`src/rtl/vmul_seq.sv`:
```
// rtl/vmul_seq.sv - vector-multiply sequencer feeding mult_256bit and merging its result
//
// Accepts one (sew, vl) command, streams operand beats through a registered
// operand stage (S1) into the external combinational multiplier, registers the
// tail-merged product in S2 and hands it to writeback.
//
// Ports:
//   clk_i, rst_i                   clock, synchronous active-high reset
//   cmd_valid_i/cmd_ready_o        command handshake (ready only in IDLE)
//   cmd_sew_i, cmd_vl_i            element width code and element count
//   op_valid_i/op_ready_o          operand-beat handshake
//   op_a_i, op_b_i, op_vd_i        multiplicand, multiplier, old destination
//   mul_a_o, mul_b_o, mul_sew_o    to the multiplier (from S1 registers)
//   mul_out_i                      multiplier product (combinational)
//   res_valid_o/res_ready_i        result handshake
//   res_data_o, res_idx_o          merged beat and its index in the group
//   res_last_o                     final beat of the command
//   done_o, err_o                  completion / rejection pulses
module vmul_seq #(
    parameter int MAX_BEATS = 8,
    parameter int VL_W      = 9
) (
    input  logic            clk_i,
    input  logic            rst_i,
    input  logic            cmd_valid_i,
    output logic            cmd_ready_o,
    input  logic [2:0]      cmd_sew_i,
    input  logic [VL_W-1:0] cmd_vl_i,
    input  logic            op_valid_i,
    output logic            op_ready_o,
    input  logic [255:0]    op_a_i,
    input  logic [255:0]    op_b_i,
    input  logic [255:0]    op_vd_i,
    output logic [255:0]    mul_a_o,
    output logic [255:0]    mul_b_o,
    output logic [2:0]      mul_sew_o,
    input  logic [255:0]    mul_out_i,
    output logic            res_valid_o,
    input  logic            res_ready_i,
    output logic [255:0]    res_data_o,
    output logic [2:0]      res_idx_o,
    output logic            res_last_o,
    output logic            done_o,
    output logic            err_o
);

    localparam int CNT_W  = 4;
    localparam int IDX_W  = 3;
    localparam int CALC_W = VL_W + 2;

    typedef enum logic [1:0] {
        ST_IDLE  = 2'd0,
        ST_RUN   = 2'd1,
        ST_DRAIN = 2'd2
    } state_t;

    state_t            state_q, state_d;
    logic              cmd_ready_q, cmd_ready_d;
    logic              done_q, done_d;
    logic              err_q, err_d;
    logic [2:0]        sew_q;
    logic [VL_W-1:0]   vl_q;
    logic [CNT_W-1:0]  beats_q, issued_q, retired_q;
    logic              s1_valid_q;
    logic [255:0]      s1_a_q, s1_b_q, s1_vd_q;
    logic [IDX_W-1:0]  s1_idx_q;
    logic              s2_valid_q;
    logic [255:0]      s2_data_q;
    logic [IDX_W-1:0]  s2_idx_q;

    // Command decode: beats = ceil(vl / EPB) with EPB = 1 << (5 - sew).
    logic [2:0]        cmd_shift;
    logic [CALC_W-1:0] cmd_vl_ext, cmd_limit, cmd_beats_full;
    logic [CNT_W-1:0]  cmd_beats;
    logic              cmd_bad, cmd_empty;

    always_comb begin
        cmd_shift      = 3'd5 - {1'b0, cmd_sew_i[1:0]};
        cmd_vl_ext     = CALC_W'(cmd_vl_i);
        cmd_limit      = CALC_W'(MAX_BEATS) << cmd_shift;
        cmd_beats_full = (cmd_vl_ext + (CALC_W'(1) << cmd_shift) - CALC_W'(1)) >> cmd_shift;
        cmd_beats      = cmd_beats_full[CNT_W-1:0];
        // sew codes 4..7 are illegal; the limit is only meaningful for 0..3
        cmd_bad        = cmd_sew_i[2] | (cmd_vl_ext > cmd_limit);
        cmd_empty      = (cmd_vl_i == '0);
    end

    logic adv, cmd_fire, cmd_accept, op_fire, res_fire, last_issue, last_retire;

    // Global stall: both stages advance only when S2 is empty or draining.
    assign adv         = ~s2_valid_q | res_ready_i;
    assign cmd_fire    = cmd_valid_i & cmd_ready_q;
    assign cmd_accept  = cmd_fire & ~cmd_bad & ~cmd_empty;
    assign op_ready_o  = (state_q == ST_RUN) & (issued_q < beats_q) & adv;
    assign op_fire     = op_valid_i & op_ready_o;
    assign res_fire    = s2_valid_q & res_ready_i;
    assign last_issue  = op_fire & (issued_q == beats_q - CNT_W'(1));
    assign last_retire = res_fire & (retired_q == beats_q - CNT_W'(1));

    always_comb begin
        state_d = state_q;
        done_d  = 1'b0;
        err_d   = 1'b0;
        case (state_q)
            ST_IDLE: begin
                if (cmd_fire) begin
                    if (cmd_bad) begin
                        err_d = 1'b1;
                    end else if (cmd_empty) begin
                        done_d = 1'b1;
                    end else begin
                        state_d = ST_RUN;
                    end
                end
            end
            ST_RUN: begin
                if (last_issue) begin
                    state_d = ST_DRAIN;
                end
            end
            ST_DRAIN: begin
                if (last_retire) begin
                    state_d = ST_IDLE;
                    done_d  = 1'b1;
                end
            end
            default: state_d = ST_IDLE;
        endcase
        // Registered ready: low during reset, high the cycle done_o pulses.
        cmd_ready_d = (state_d == ST_IDLE);
    end

    // Tail merge: byte b belongs to element (b >> sew) of beat s1_idx.
    logic [2:0]        s1_shift;
    logic [CALC_W-1:0] elem_base, elem_idx;
    logic [255:0]      merged;

    always_comb begin
        merged    = '0;
        elem_idx  = '0;
        s1_shift  = 3'd5 - {1'b0, sew_q[1:0]};
        elem_base = CALC_W'(s1_idx_q) << s1_shift;
        for (int b = 0; b < 32; b++) begin
            elem_idx = elem_base + (CALC_W'(b) >> sew_q[1:0]);
            merged[8*b +: 8] = (elem_idx < CALC_W'(vl_q)) ? mul_out_i[8*b +: 8]
                                                          : s1_vd_q[8*b +: 8];
        end
    end

    always_ff @(posedge clk_i) begin
        if (rst_i) begin
            state_q     <= ST_IDLE;
            cmd_ready_q <= 1'b0;
            done_q      <= 1'b0;
            err_q       <= 1'b0;
            sew_q       <= '0;
            vl_q        <= '0;
            beats_q     <= '0;
            issued_q    <= '0;
            retired_q   <= '0;
            s1_valid_q  <= 1'b0;
            s1_a_q      <= '0;
            s1_b_q      <= '0;
            s1_vd_q     <= '0;
            s1_idx_q    <= '0;
            s2_valid_q  <= 1'b0;
            s2_data_q   <= '0;
            s2_idx_q    <= '0;
        end else begin
            state_q     <= state_d;
            cmd_ready_q <= cmd_ready_d;
            done_q      <= done_d;
            err_q       <= err_d;

            if (cmd_accept) begin
                sew_q     <= cmd_sew_i;
                vl_q      <= cmd_vl_i;
                beats_q   <= cmd_beats;
                issued_q  <= '0;
                retired_q <= '0;
            end else begin
                if (op_fire) begin
                    issued_q <= issued_q + CNT_W'(1);
                end
                if (res_fire) begin
                    retired_q <= retired_q + CNT_W'(1);
                end
            end

            if (adv) begin
                s1_valid_q <= op_fire;
                if (op_fire) begin
                    s1_a_q   <= op_a_i;
                    s1_b_q   <= op_b_i;
                    s1_vd_q  <= op_vd_i;
                    s1_idx_q <= issued_q[IDX_W-1:0];
                end
                s2_valid_q <= s1_valid_q;
                if (s1_valid_q) begin
                    s2_data_q <= merged;
                    s2_idx_q  <= s1_idx_q;
                end
            end
        end
    end

    assign cmd_ready_o = cmd_ready_q;
    assign mul_a_o     = s1_a_q;
    assign mul_b_o     = s1_b_q;
    assign mul_sew_o   = sew_q;
    assign res_valid_o = s2_valid_q;
    assign res_data_o  = s2_data_q;
    assign res_idx_o   = s2_idx_q;
    assign res_last_o  = s2_valid_q & ({1'b0, s2_idx_q} == beats_q - CNT_W'(1));
    assign done_o      = done_q;
    assign err_o       = err_q;

endmodule

```
`config.mk`:
```
export PLATFORM = sky130hd
export DESIGN_NAME = vmul_seq
export DESIGN_NICKNAME = d
export VERILOG_FILES = /design/src/rtl/vmul_seq.sv
export SDC_FILE = /design/constraint.sdc
export NUM_CORES = 2
export LEC_CHECK = 0
export CAP_MARGIN = 5
export CORE_AREA = 2 2 715 717
export CTS_BUF_LIST = sky130_fd_sc_hd__clkbuf_4
export DETAILED_ROUTE_END_ITERATION = 12
export DIE_AREA = 0 0 717 719
export DONT_BUFFER_PORTS = 1
export SKIP_CTS_REPAIR_TIMING = 1
export SYNTH_ARGS = -nofsm -noshare
export SYNTH_HDL_FRONTEND = slang
export SYNTH_SLANG_ARGS = --single-unit
```
`constraint.sdc`:
```
create_clock -name clk_i -period 6.5 [get_ports clk_i]
set_input_delay 1.3 -clock clk_i [delete_from_list [all_inputs] [get_ports clk_i]]
set_output_delay 1.3 -clock clk_i [all_outputs]
set_load 0.01 [all_outputs]
```
==> results.py <==
metrics = {
    "run_status": {
        "status": "finished clean",
    },
    "synth": {
        "post-synth-top-count-cell": "nand2_1",
        "syn-cell-area_mm2": 0.0462,
        "ys_top_cells_by_count": "1,690 x nand2_1, 1,061 x dfxtp_1, 943 x a21oi_1",
        "synth_enable_flop_cells": 0,
        "yosys.cell_types.count": 72,
        "synth_simple_gate_area_share": 0.182,
        "netlist_instances": 5664,
        "synth_top_area_share": 0.460,
        "synth_xor_xnor_area_share": 0.0208,
        "muxShareOfSynthArea": 0.0580,
        "synth_compound_area_frac": 0.168,
        "ys_dominant_reg_cell": "dfxtp_1",
        "synth_seq_area_share": 0.460,
        "synth_largest_area_cell": "dfxtp_1",
        "synth_area_per_cell_um2": 8.16,
        "synth.yosys.warnings": 0,
        "synthArstFlopShare": 0,
        "largest_family_of_logic_cells_by_synthesized_area": "simple AND/OR/NAND/NOR gates",
        "synth_register_bits": 1061,
        "synth_area_leaders": "dfxtp_1 46%, nand2_1 14%, a21oi_1 10%",
        "yosys.area_share.adder": 0.0711,
    },
    "placement": {
        "buffer_ports.inserted": 0,
        "cell_area_after_placement_mm2": 0.0545,
        "dpl.hpwl_um": 410000,
        "pre_cts_ws_ns": 1.64,
        "dp_cells": 12158,
        "globalplace.congestion": 1.02,
    },
    "clock_network": {
        "clock-sinks": 1061,
        "clkSlewWorstSetupHoldPaths_ns": 0.08,
        "clock_tree.buffer_depth": 4,
        "clk_root_buffer_cell": "clkbuf_4",
        "tritoncts": "done",
        "cts_inserted_buffers": 335,
        "clk-insertion-delay-late_ns": 1.48,
        "ctsHtreeMaxLevel": 5,
    },
    "global_route": {
        "first_global_vias": 41107,
        "grt_usage": 0.174,
        "grt_pass1_wl_um": 556000,
        "grt_start_max_net_pins": 191,
        "antenna_found_initial": 492,
        "global_route.overflow_total": 0,
    },
    "worst_setup_path": {
        "path_max_fanout": 23,
        "r2r_setup_slack_ns": 1.54,
        "critPathKind": "flip-flop to flip-flop",
        "critical_path.slowest_cell": "dfxtp_1",
        "cp_dominant_cell_by_count": "ha_1",
        "reg2reg_depth": 16,
        "worst-endpoint-arrival_ns": 6.19,
        "regToRegStartpoint": "mul_sew_o[1]",
        "timing.rr.end": "res_data_o[171]",
        "critical_path.endpoint_type": "flip-flop",
        "timing.critical_path.slowest_cell_delay_ns": 0.69,
        "cp_data_required_time_ns": 7.73,
        "crit_path_start_kind": "flip-flop",
        "timing.critical_path.cells": "buf_4 > ha_1 > clkinv_1 > nand2_1 > ha_1 > a21oi_1 > o21ai_2 > nor2b_1 > nor2_1 > ha_1 > a21oi_1 > o21ai_0 > a221oi_4 > buf_4 > mux2i_1 > a211oi_1",
    },
    "timing": {
        "worst_setup_margin_ns": 1.54,
        "post-route-min-period_ns": 4.96,
        "setup_viol": 0,
        "timing.clock.skew_ns": 0.162,
        "tns_ns": 0,
        "report.final.hold_viol_count": 0,
        "fin_worst_hold_slack_ns": 0.115,
        "max_slew_margin": 0.170,
        "worst_slew_pin_slew_ns": 1.24,
        "max_clock_freq_mhz": 201,
        "timing.final.max_slew_violations": 0,
        "layout_worst_path_cycle_share": 0.764,
        "rsz_0062_raised_after_global_routing": "false",
    },
    "floorplan": {
        "die_w_um": 717,
        "fp.coreArea_mm2": 0.508,
        "dieArea_mm2": 0.516,
        "starting_density_of_the_core": 0.0910,
        "die_height_um": 719,
        "ios": 1821,
        "row_count": 262,
    },
    "min_path": {
        "worst_hold_path.num_cells": 2,
        "holdPathEnd": "res_data_o[163]",
        "worstHoldPathType": "primary input to flip-flop",
        "worst_hold_launch": "mul_out_i[163]",
    },
    "power": {
        "vdd_ir_drop_max_mv": 0.144,
        "powerDensity_mw_per_mm2": 228,
        "share_seq_of_total_power": 0.430,
        "power.clock.fraction": 0.467,
        "cellInternalPower_w": 0.0107,
        "power.switching_fraction": 0.305,
        "switching_power_w": 0.00467,
        "share_comb_of_total_power": 0.103,
        "cellLeakagePower_nw": 22.7,
    },
    "detailed_routing": {
        "num_vias": 49181,
        "totalWireLength_um": 474000,
        "post-route-drc-count": 0,
        "detail_route.first_pass.iterations": 8,
        "routed_via_density": 3.57,
        "avgRoutedWirePerCell_um": 34.4,
        "postRouteAntennaNets": 0,
        "drt_iter0_markers": 4240,
    },
    "finish": {
        "flow.area_growth_from_synthesis_pct": 45.8,
        "sequential_cell_area_mm2": 0.0212,
        "finish.instance_area_mm2": 0.0674,
        "area_taken_by_multi_input_logic_gates_mm2": 0.0233,
        "fillerInstances": 58284,
        "final-instance-count-excl-fill": 13777,
        "fin_nets": 7884,
        "post_route_cells_drive_above_1_share": 0.103,
    },
    "job": {
        "maxCapViolations": 0,
    },
}
critical path, delay by kind of cell, from the launching register on:
family / cells / cell delay (ns)
adders and majority gates: 3 / 1.00
and+or+nand+nor: 3 / 0.67
AOI/OAI and AO/OA: 6 / 1.32
buffers and inverters: 3 / 0.87
DFF: 1 / 0.69
muxes: 1 / 0.21
placed cells by master, fill, tap and decap left out, types with 12 or more instances in the layout:
cell           synthesis  layout
a211oi_1             260     260
a21o_1                12      12
a21oi_1              943     942
and3_1                15      15
buf_12                 0      21
buf_4                  1     112
clkbuf_4               0     468
clkinv_1               2      68
clkinv_2               0      18
conb_1                 2      26
dfxtp_1             1061    1058
diode_2                0     220
dlygate4sd3_1          0     820
ha_1                 257     257
inv_1                 52      52
mux2i_1              261     260
nand2_1             1690    1690
nand3_1               22      22
nor2_1               349     349
nor2b_1               18      17
o21ai_0               76      76
o21ai_2               21      21
xnor2_1               43      43
xor2_1                61      61
worst max-delay path by stage:
stage | startpoint | endpoint | slack [ns] | cells past startpoint
after floorplan | mul_sew_o[0] | res_data_o[168] | 1.84 | 19
after global placement | mul_sew_o[1] | res_data_o[173] | 1.63 | 16
after detailed placement | mul_sew_o[1] | res_data_o[173] | 1.64 | 16
after CTS | issued_q[1] | op_ready_o | 1.21 | 7
after global routing | mul_sew_o[0] | res_data_o[173] | 1.15 | 16
final | mul_sew_o[1] | res_data_o[171] | 1.54 | 16
state kept, by name, indices dropped and copies added (netlist names), 2 cells and up:
register    count
issued_q        4
mul_a_o       256
s1_idx_q        3
res_idx_o       3
retired_q       4
beats_q         4
state_q         2
vl_q            9
mul_sew_o       3
res_data_o    256
s1_vd_q       256
mul_b_o       256
layout make-up:
| type | count | share of cell area |
|---|---|---|
| repair buffers | 954 | 0.141 |
| multi-input cells | 4177 | 0.346 |
| clock buffers | 468 | 0.0521 |
| clock inverters | 111 | 0.00962 |
| flip-flops and latches | 1061 | 0.315 |
| inverters | 54 | 0.00301 |
| diodes | 220 | 0.00817 |
| well taps | 6732 | 0.125 |
metrics by stage:
step | power, W | utilization
finish | 0.0154 | 0.133
global route | 0.0161 | 0.132
detailed placement | 0.00768 | 0.107
CTS | 0.0150 | 0.115
floorplan | 0.00730 | -
global placement | 0.00767 | 0.107
metal layers:
metal  routed length (µm)  vias up  global-route usage
li1                     -    21424                   -
met1               186000    23462               0.199
met5                  913        -                   0
met4                18600      142              0.0493
met2               200000     3034               0.265
met3                68600     1119               0.111
cells by family after synthesis:
group,Yosys count
simple gates,2156
other cells,2
mux,265
flops,1061
compound gates,1363
fa+ha+maj,261
buf+inv,450
xor+xnor,106
power by group through the flow:
stage               Combinational, W  Clock [W]  Sequential [W]
global route                 0.00168    0.00779         0.00660
detailed placement          0.000941          0         0.00674
global placement            0.000930          0         0.00674
finish                       0.00158    0.00717         0.00660
CTS                         0.000945    0.00748         0.00660
floorplan                   0.000602          0         0.00670
(Power assumes the default switching activity.)
